[config.mk]
export PLATFORM = sky130hd
export DESIGN_NAME = i2s_tx_serializer
export DESIGN_NICKNAME = d
export VERILOG_FILES = /design/src/rtl/i2s_tx_serializer.sv
export SDC_FILE = /design/constraint.sdc
export NUM_CORES = 1
export LEC_CHECK = 0
export CAP_MARGIN = 20
export CORE_MARGIN = 2
export CORE_UTILIZATION = 59
export CTS_CLUSTER_DIAMETER = 60
export CTS_CLUSTER_SIZE = 10
export DETAILED_ROUTE_END_ITERATION = 8
export PLACE_DENSITY = 0.89
export SETUP_SLACK_MARGIN = 0.2
export SLEW_MARGIN = 10
export SYNTH_ARGS = -nofsm -noshare
export SYNTH_HDL_FRONTEND = slang
export SYNTH_SLANG_ARGS = --single-unit
[constraint.sdc]
create_clock -name clk -period 4.56 [get_ports clk]
set_input_delay 0.456 -clock clk [delete_from_list [all_inputs] [get_ports clk]]
set_output_delay 0.456 -clock clk [all_outputs]
set_load 0.01 [all_outputs]
[src/rtl/i2s_tx_serializer.sv]
// i2s_tx_serializer
//   I2S master transmitter. Left/right 24-bit PCM strobes are paired into
//   stereo samples and buffered in a small FIFO. The block generates
//   bclk/lrclk from clk and shifts out standard I2S: 32-bit slots, MSB
//   first, with data delayed one bclk after each lrclk edge.
//
// Ports
//   clk, reset_n     system clock, synchronous active-low reset
//   run              enable; low forces IDLE and flushes the FIFO
//   status_clr       clears the sticky status bits [2:0]
//   l_data_en/l_data left sample strobe and data
//   r_data_en/r_data right sample strobe and data; a right strobe pushes a pair
//   bclk, lrclk      I2S bit clock and word select (0 = left)
//   s_data           I2S serial data, changes on bclk falling edges only
//   frame_stb        one-clk pulse whenever a frame is loaded
//   status           [0] underflow, [1] overflow, [2] pair_err,
//                    [5:3] fifo level, [7:6] state (0 IDLE, 1 PRIME, 2 RUN)
//
// The sample strobes carry no backpressure: a strobe is taken in the cycle
// it is high. A pair that finds the FIFO full is dropped and reported as
// overflow.
//
// FIFO_DEPTH must be a power of two and at least 2.

module i2s_tx_serializer #(
  parameter int BCLK_DIV    = 16,
  parameter int FIFO_DEPTH  = 4,
  parameter int PRIME_LEVEL = 2
) (
  input  logic        clk,
  input  logic        reset_n,
  input  logic        run,
  input  logic        status_clr,
  input  logic        l_data_en,
  input  logic        r_data_en,
  input  logic [23:0] l_data,
  input  logic [23:0] r_data,
  output logic        bclk,
  output logic        lrclk,
  output logic        s_data,
  output logic        frame_stb,
  output logic [7:0]  status
);

  localparam int AW = $clog2(FIFO_DEPTH);
  localparam int CW = AW + 1;
  localparam int DW = $clog2(BCLK_DIV);
  localparam logic [DW-1:0] DIV_LAST = DW'(BCLK_DIV - 1);

  typedef enum logic [1:0] {
    ST_IDLE  = 2'd0,
    ST_PRIME = 2'd1,
    ST_RUN   = 2'd2
  } state_t;

  state_t state_q, state_d;

  logic [DW-1:0] div_cnt;
  logic [5:0]    bit_cnt;
  logic [63:0]   frame;
  logic [23:0]   l_hold;
  logic          l_pending;
  logic          underflow, overflow, pair_err;

  logic [47:0]   fifo_mem [FIFO_DEPTH];
  logic [AW-1:0] wr_ptr, rd_ptr;
  logic [CW-1:0] count;

  logic          start, tick, wrap, running;
  logic [5:0]    bit_nxt, tx_idx;
  logic          fifo_empty, fifo_full;
  logic          pop_evt, do_pop, do_push, push_req;
  logic          underflow_evt, overflow_evt, pair_evt;
  logic [47:0]   push_pair, pop_pair;
  logic [63:0]   pop_frame;

  // ---------------------------------------------------------------- FSM
  always_ff @(posedge clk) begin
    if (!reset_n) state_q <= ST_IDLE;
    else          state_q <= state_d;
  end

  always_comb begin
    state_d = state_q;
    start   = 1'b0;
    tick    = 1'b0;
    wrap    = 1'b0;
    case (state_q)
      ST_IDLE:  state_d = ST_PRIME;
      ST_PRIME: if (count >= CW'(PRIME_LEVEL)) begin
        state_d = ST_RUN;
        start   = 1'b1;
      end
      ST_RUN: begin
        tick = (div_cnt == DIV_LAST);
        // Falling bclk edge that rolls bit_cnt over to 0 starts a new frame.
        wrap = tick && bclk && (bit_nxt == 6'd0);
      end
      default: state_d = ST_IDLE;
    endcase
    if (!run) begin
      state_d = ST_IDLE;
      start   = 1'b0;
      tick    = 1'b0;
      wrap    = 1'b0;
    end
  end

  assign running = run && (state_q == ST_RUN);
  assign bit_nxt = bit_cnt + 6'd1;
  // 64 - n in six bits; only used for n = 1..63.
  assign tx_idx  = 6'd0 - bit_nxt;

  // ---------------------------------------------------------- pairing/FIFO
  assign fifo_empty    = (count == '0);
  assign fifo_full     = (count == CW'(FIFO_DEPTH));
  assign pop_evt       = start || wrap;
  assign do_pop        = pop_evt && !fifo_empty;
  assign underflow_evt = pop_evt && fifo_empty;
  assign push_req      = run && r_data_en;
  // A pop in the same cycle frees a slot, so a push into a full FIFO survives.
  assign do_push       = push_req && (!fifo_full || do_pop);
  assign overflow_evt  = push_req && !do_push;
  assign pair_evt      = r_data_en && !l_data_en && !l_pending;
  assign push_pair     = {(l_data_en ? l_data : l_hold), r_data};
  assign pop_pair      = fifo_mem[rd_ptr];
  // An empty pop loads silence.
  assign pop_frame     = do_pop ? {pop_pair[47:24], 8'h00, pop_pair[23:0], 8'h00}
                                : 64'h0;

  always_ff @(posedge clk) begin
    if (do_push) fifo_mem[wr_ptr] <= push_pair;
  end

  always_ff @(posedge clk) begin
    if (!reset_n) begin
      l_hold    <= '0;
      l_pending <= 1'b0;
      underflow <= 1'b0;
      overflow  <= 1'b0;
      pair_err  <= 1'b0;
      wr_ptr    <= '0;
      rd_ptr    <= '0;
      count     <= '0;
    end else begin
      if (l_data_en) l_hold <= l_data;
      if (r_data_en)      l_pending <= 1'b0;
      else if (l_data_en) l_pending <= 1'b1;

      // Set events take priority over a clear in the same cycle.
      if (underflow_evt)   underflow <= 1'b1;
      else if (status_clr) underflow <= 1'b0;
      if (overflow_evt)    overflow  <= 1'b1;
      else if (status_clr) overflow  <= 1'b0;
      if (pair_evt)        pair_err  <= 1'b1;
      else if (status_clr) pair_err  <= 1'b0;

      if (!run) begin
        wr_ptr <= '0;
        rd_ptr <= '0;
        count  <= '0;
      end else begin
        if (do_push) wr_ptr <= wr_ptr + AW'(1);
        if (do_pop)  rd_ptr <= rd_ptr + AW'(1);
        count <= count + CW'(do_push) - CW'(do_pop);
      end
    end
  end

  // ------------------------------------------------------------ serializer
  always_ff @(posedge clk) begin
    if (!reset_n) begin
      div_cnt   <= '0;
      bit_cnt   <= '0;
      bclk      <= 1'b0;
      lrclk     <= 1'b0;
      s_data    <= 1'b0;
      frame_stb <= 1'b0;
      frame     <= '0;
    end else begin
      frame_stb <= 1'b0;
      if (start) begin
        div_cnt   <= '0;
        bit_cnt   <= '0;
        bclk      <= 1'b0;
        lrclk     <= 1'b0;
        s_data    <= 1'b0;
        frame     <= pop_frame;
        frame_stb <= 1'b1;
      end else if (running) begin
        if (tick) begin
          div_cnt <= '0;
          bclk    <= ~bclk;
          // Only the falling edge moves data; the rising edge is for sampling.
          if (bclk) begin
            bit_cnt <= bit_nxt;
            lrclk   <= bit_nxt[5];
            if (bit_nxt == 6'd0) begin
              frame     <= pop_frame;
              frame_stb <= 1'b1;
              s_data    <= 1'b0;
            end else begin
              s_data <= frame[tx_idx];
            end
          end
        end else begin
          div_cnt <= div_cnt + DW'(1);
        end
      end else begin
        div_cnt <= '0;
        bit_cnt <= '0;
        bclk    <= 1'b0;
        lrclk   <= 1'b0;
        s_data  <= 1'b0;
      end
    end
  end

  assign status = {state_q, 3'(count), pair_err, overflow, underflow};

endmodule
==> run_results.csv <==
group,metric,value,unit
status,outcome,"finished, final reports clean",
yosys,ys_warn_count,0,
routing,drt_wl_total,23500,um
placed_design,gp_congestion,0.778,
routing,first_pass_iters,5,
routing,num_vias,6564,
global_route,grt_pass1_wl,36900,um
job,drv_cap,0,
timing,max_freq,0.275,GHz
floorplan,fp.dieArea,0.0206,sq mm
setup_path,worst_ep_arrival_time,3.81,ns
clocking,insertion_delay,0.51,ns
yosys,synthXorXnorAreaFrac,1.14,%
yosys,async_flop_share,0,%
routing,drtIter0Drc,502,
pwr,leakage,4.31,nW
clocking,path_clk_slew,0.06,ns
yosys,yosys.area.top_type,"edfxtp_1",
yosys,synth.most_common_cell,"edfxtp_1",
setup_path,r2r_start,"bit_cnt[0]",
clocking,cts_setup_buffers,0,
yosys,netlist_top_cells_count,"edfxtp_1, dfxtp_1, nand2_1",
yosys,synth_edf_count,192,
finish,fin_area,0.0134,sq mm
floorplan,die_h,144,um
timing,post-route-period-util,79.7,%
global_route,grtUsageTotal,23.7,%
timing,setup_violations,0,
finish,drive_gt1_share,18.7,%
global_route,antenna_found_initial,0,
floorplan,num_io_pins,66,
setup_path,crit_fanout,28,
finish,antennaDiodeCount,0,
yosys,synth_seq_area_share,67.6,%
worst_hold_path,hold_path.class,"flip-flop to flip-flop",
yosys,synth_top_family_by_area,"multiplexers",
yosys,synth_area_leaders,"edfxtp_1, dfxtp_1, mux4_2, a21boi_0, mux2_2",
yosys,netlist_area,0.0115,sq mm
clocking,clock_path_buffers,3,
setup_path,r2r_slack,0.93,ns
yosys,synth.mux.area_fraction,14.5,%
pwr,finalPower,5.56,mW
yosys,synth_top_area_share,50.2,%
clocking,cts_hold_buf,0,
setup_path,endpoint_kind,"flip-flop",
global_route,gr-total-overflow,0,
setup_path,cp-start-kind,"flip-flop",
yosys,ys.flop_type,"edfxtp_1",
yosys,synth-seq-cells,292,
timing,fin_crit,3.63,ns
routing,drc,0,
setup_path,critPathKind,"flip-flop to flip-flop",
worst_hold_path,hold_start,"frame[29]",
timing,finalMaxSlewViolations,0,
finish,nFillCells,1197,
setup_path,cp.required,4.74,ns
yosys,synthCells,738,
floorplan,fp.coreArea,0.0193,sq mm
global_route,grt_pass1_vias,6759,
timing,worst_pin_slew,0.937,ns
clocking,cts_sinks,292,
clocking,h-tree-depth,2,
placed_design,port-buffer-count,65,
yosys,synthAdderAreaFrac,1.15,%
placed_design,dp_hpwl,13000,um
yosys,syn_nets,802,
timing,rsz0062_at_grt,"false",
timing,fin_skew,0.0163,ns
clocking,cts-resized-gates,0,
floorplan,start_util,59.6,%
clocking,cts_buffers,35,
timing,max_slew_margin,37.6,%
pwr,powerDensity,414,mW/mm^2
routing,viasPerCell,5.99,
clocking,cts_tree,"done",
yosys,synth_compound_area_share,4.69,%
timing,finalSetupTns,0,ns
yosys,synth_cell_types,45,
floorplan,die_w,144,um
clocking,clockRootBuffer,"clkbuf_16",
routing,ant_nets,0,
routing,post_drt_wl_per_cell,21.4,um
global_route,grt_max_degree,79,
finish,syn_to_final_growth,16.8,%
yosys,synthSimpleGateAreaFrac,8.56,%
pwr,ir_drop,302,uV
setup_path,crit_path_start,"bit_cnt[0]",
yosys,synth.avg_cell_area,15.6,sq um
timing,hold_violations,0,
finish,fin_nets,868,
floorplan,row_count,51,
placed_design,place_area,0.0124,sq mm
power breakdown:
part	total (mW)	switching, mW	internal [mW]
combinational	0.192	0.0966	0.0954
clock	2.49	0.994	1.49
sequential	2.88	0.0126	2.87
cells by family (layout without fill, tap and decap cells):
| group | after synthesis | in the layout |
|---|---|---|
| flip-flops | 292 | 292 |
| AND/OR/NAND/NOR | 202 | 202 |
| multiplexers | 88 | 88 |
| AO/OA/AOI/OAI | 71 | 71 |
| buffers and inverters | 60 | 153 |
| XOR/XNOR | 15 | 15 |
| adder cells (fa/ha/maj) | 10 | 10 |
area by class of cell:
| class | count | area (sq um) | area share [%] |
|---|---|---|---|
| clock buffers | 60 | 1000 | 7.46 |
| well taps | 265 | 332 | 2.47 |
| repair buffers | 78 | 763 | 5.69 |
| clock inverters | 4 | 35.0 | 0.261 |
| inverters | 11 | 41.3 | 0.308 |
| multi-input cells | 386 | 3480 | 25.9 |
| flip-flops and latches | 292 | 7770 | 57.9 |
layout by cell type (no fill, tap or decap), drive strengths merged:
cell type / netlist / routed
or2: 1 / 1
and4: 1 / 1
and2: 32 / 32
a21boi: 50 / 50
and4bb: 1 / 1
clkinv: 0 / 3
a31oi: 3 / 3
buf: 24 / 15
xnor2: 8 / 8
dfxtp: 100 / 100
nor2: 22 / 22
and3: 2 / 2
o32a: 1 / 1
o32ai: 2 / 2
mux4: 60 / 60
o22ai: 2 / 2
nand3: 56 / 56
a211o: 1 / 1
ha: 9 / 9
o21ai: 2 / 2
inv: 11 / 12
fa: 1 / 1
nor3b: 2 / 2
mux2: 26 / 26
nand2: 65 / 65
o31ai: 1 / 1
nand2b: 3 / 3
mux2i: 2 / 2
clkdlybuf4s50: 0 / 63
or3: 2 / 2
nor3: 5 / 5
a22o: 2 / 2
a211oi: 1 / 1
nor2b: 4 / 4
clkbuf: 25 / 60
nand4: 6 / 6
xor2: 7 / 7
edfxtp: 192 / 192
a21oi: 6 / 6
worst max-delay path, stage by stage, from the launching register on:
cell and delay, ns:
dfxtp_1 0.64, ha_1 0.38, nand2_1 0.11, a21oi_1 0.15, nand3_1 0.19, o32a_2 0.46, a31oi_4 0.34, and2_2 0.63
buf_4 0.38
sequential cells by signal, indices dropped and copies added, names as in the netlist, 2 cells and up, named ones only:
| name | flops |
|---|---|
| fifo_mem | 192 |
| frame | 48 |
| l_hold | 24 |
| bit_cnt | 5 |
| div_cnt | 4 |
| count | 3 |
| rd_ptr | 2 |
| state_q | 2 |
| wr_ptr | 2 |
routing by layer:
| layer | part of all wire [%] | GRT usage, % | vias to the layer above |
|---|---|---|---|
| li1 | - | - | 2920 |
| met1 | 40 | 31.8 | 3297 |
| met2 | 51 | 38.6 | 282 |
| met3 | 6.2 | 4.17 | 65 |
| met4 | 3.0 | 10.0 | 0 |
| met5 | 0 | 0 | - |
worst paths after layout:
path                           to  depth (start not counted)
setup / recovery  fifo_mem[1][21]                          8
hold / removal          frame[29]                          2
setup reg to reg  fifo_mem[1][21]                          8
hold reg to reg         frame[29]                          2
per-stage QoR:
| step | hold slack, ns | std cells | setup slack, ns | util [%] |
|---|---|---|---|---|
| 6_report | 0.465 | 1096 | 0.928 | 69.6 |
| 5_1_grt | 0.475 | 1096 | 0.718 | 69.6 |
| 4_1_cts | 0.465 | 1096 | 0.956 | 69.7 |
| 3_5_place_dp | 0.453 | 1032 | 0.790 | 64.3 |
| 3_3_place_gp | 0.446 | 1032 | 0.867 | 64.3 |
| 2_1_floorplan | 0.433 | 738 | 1.36 | - |
Power figures use the tool's default switching activity.
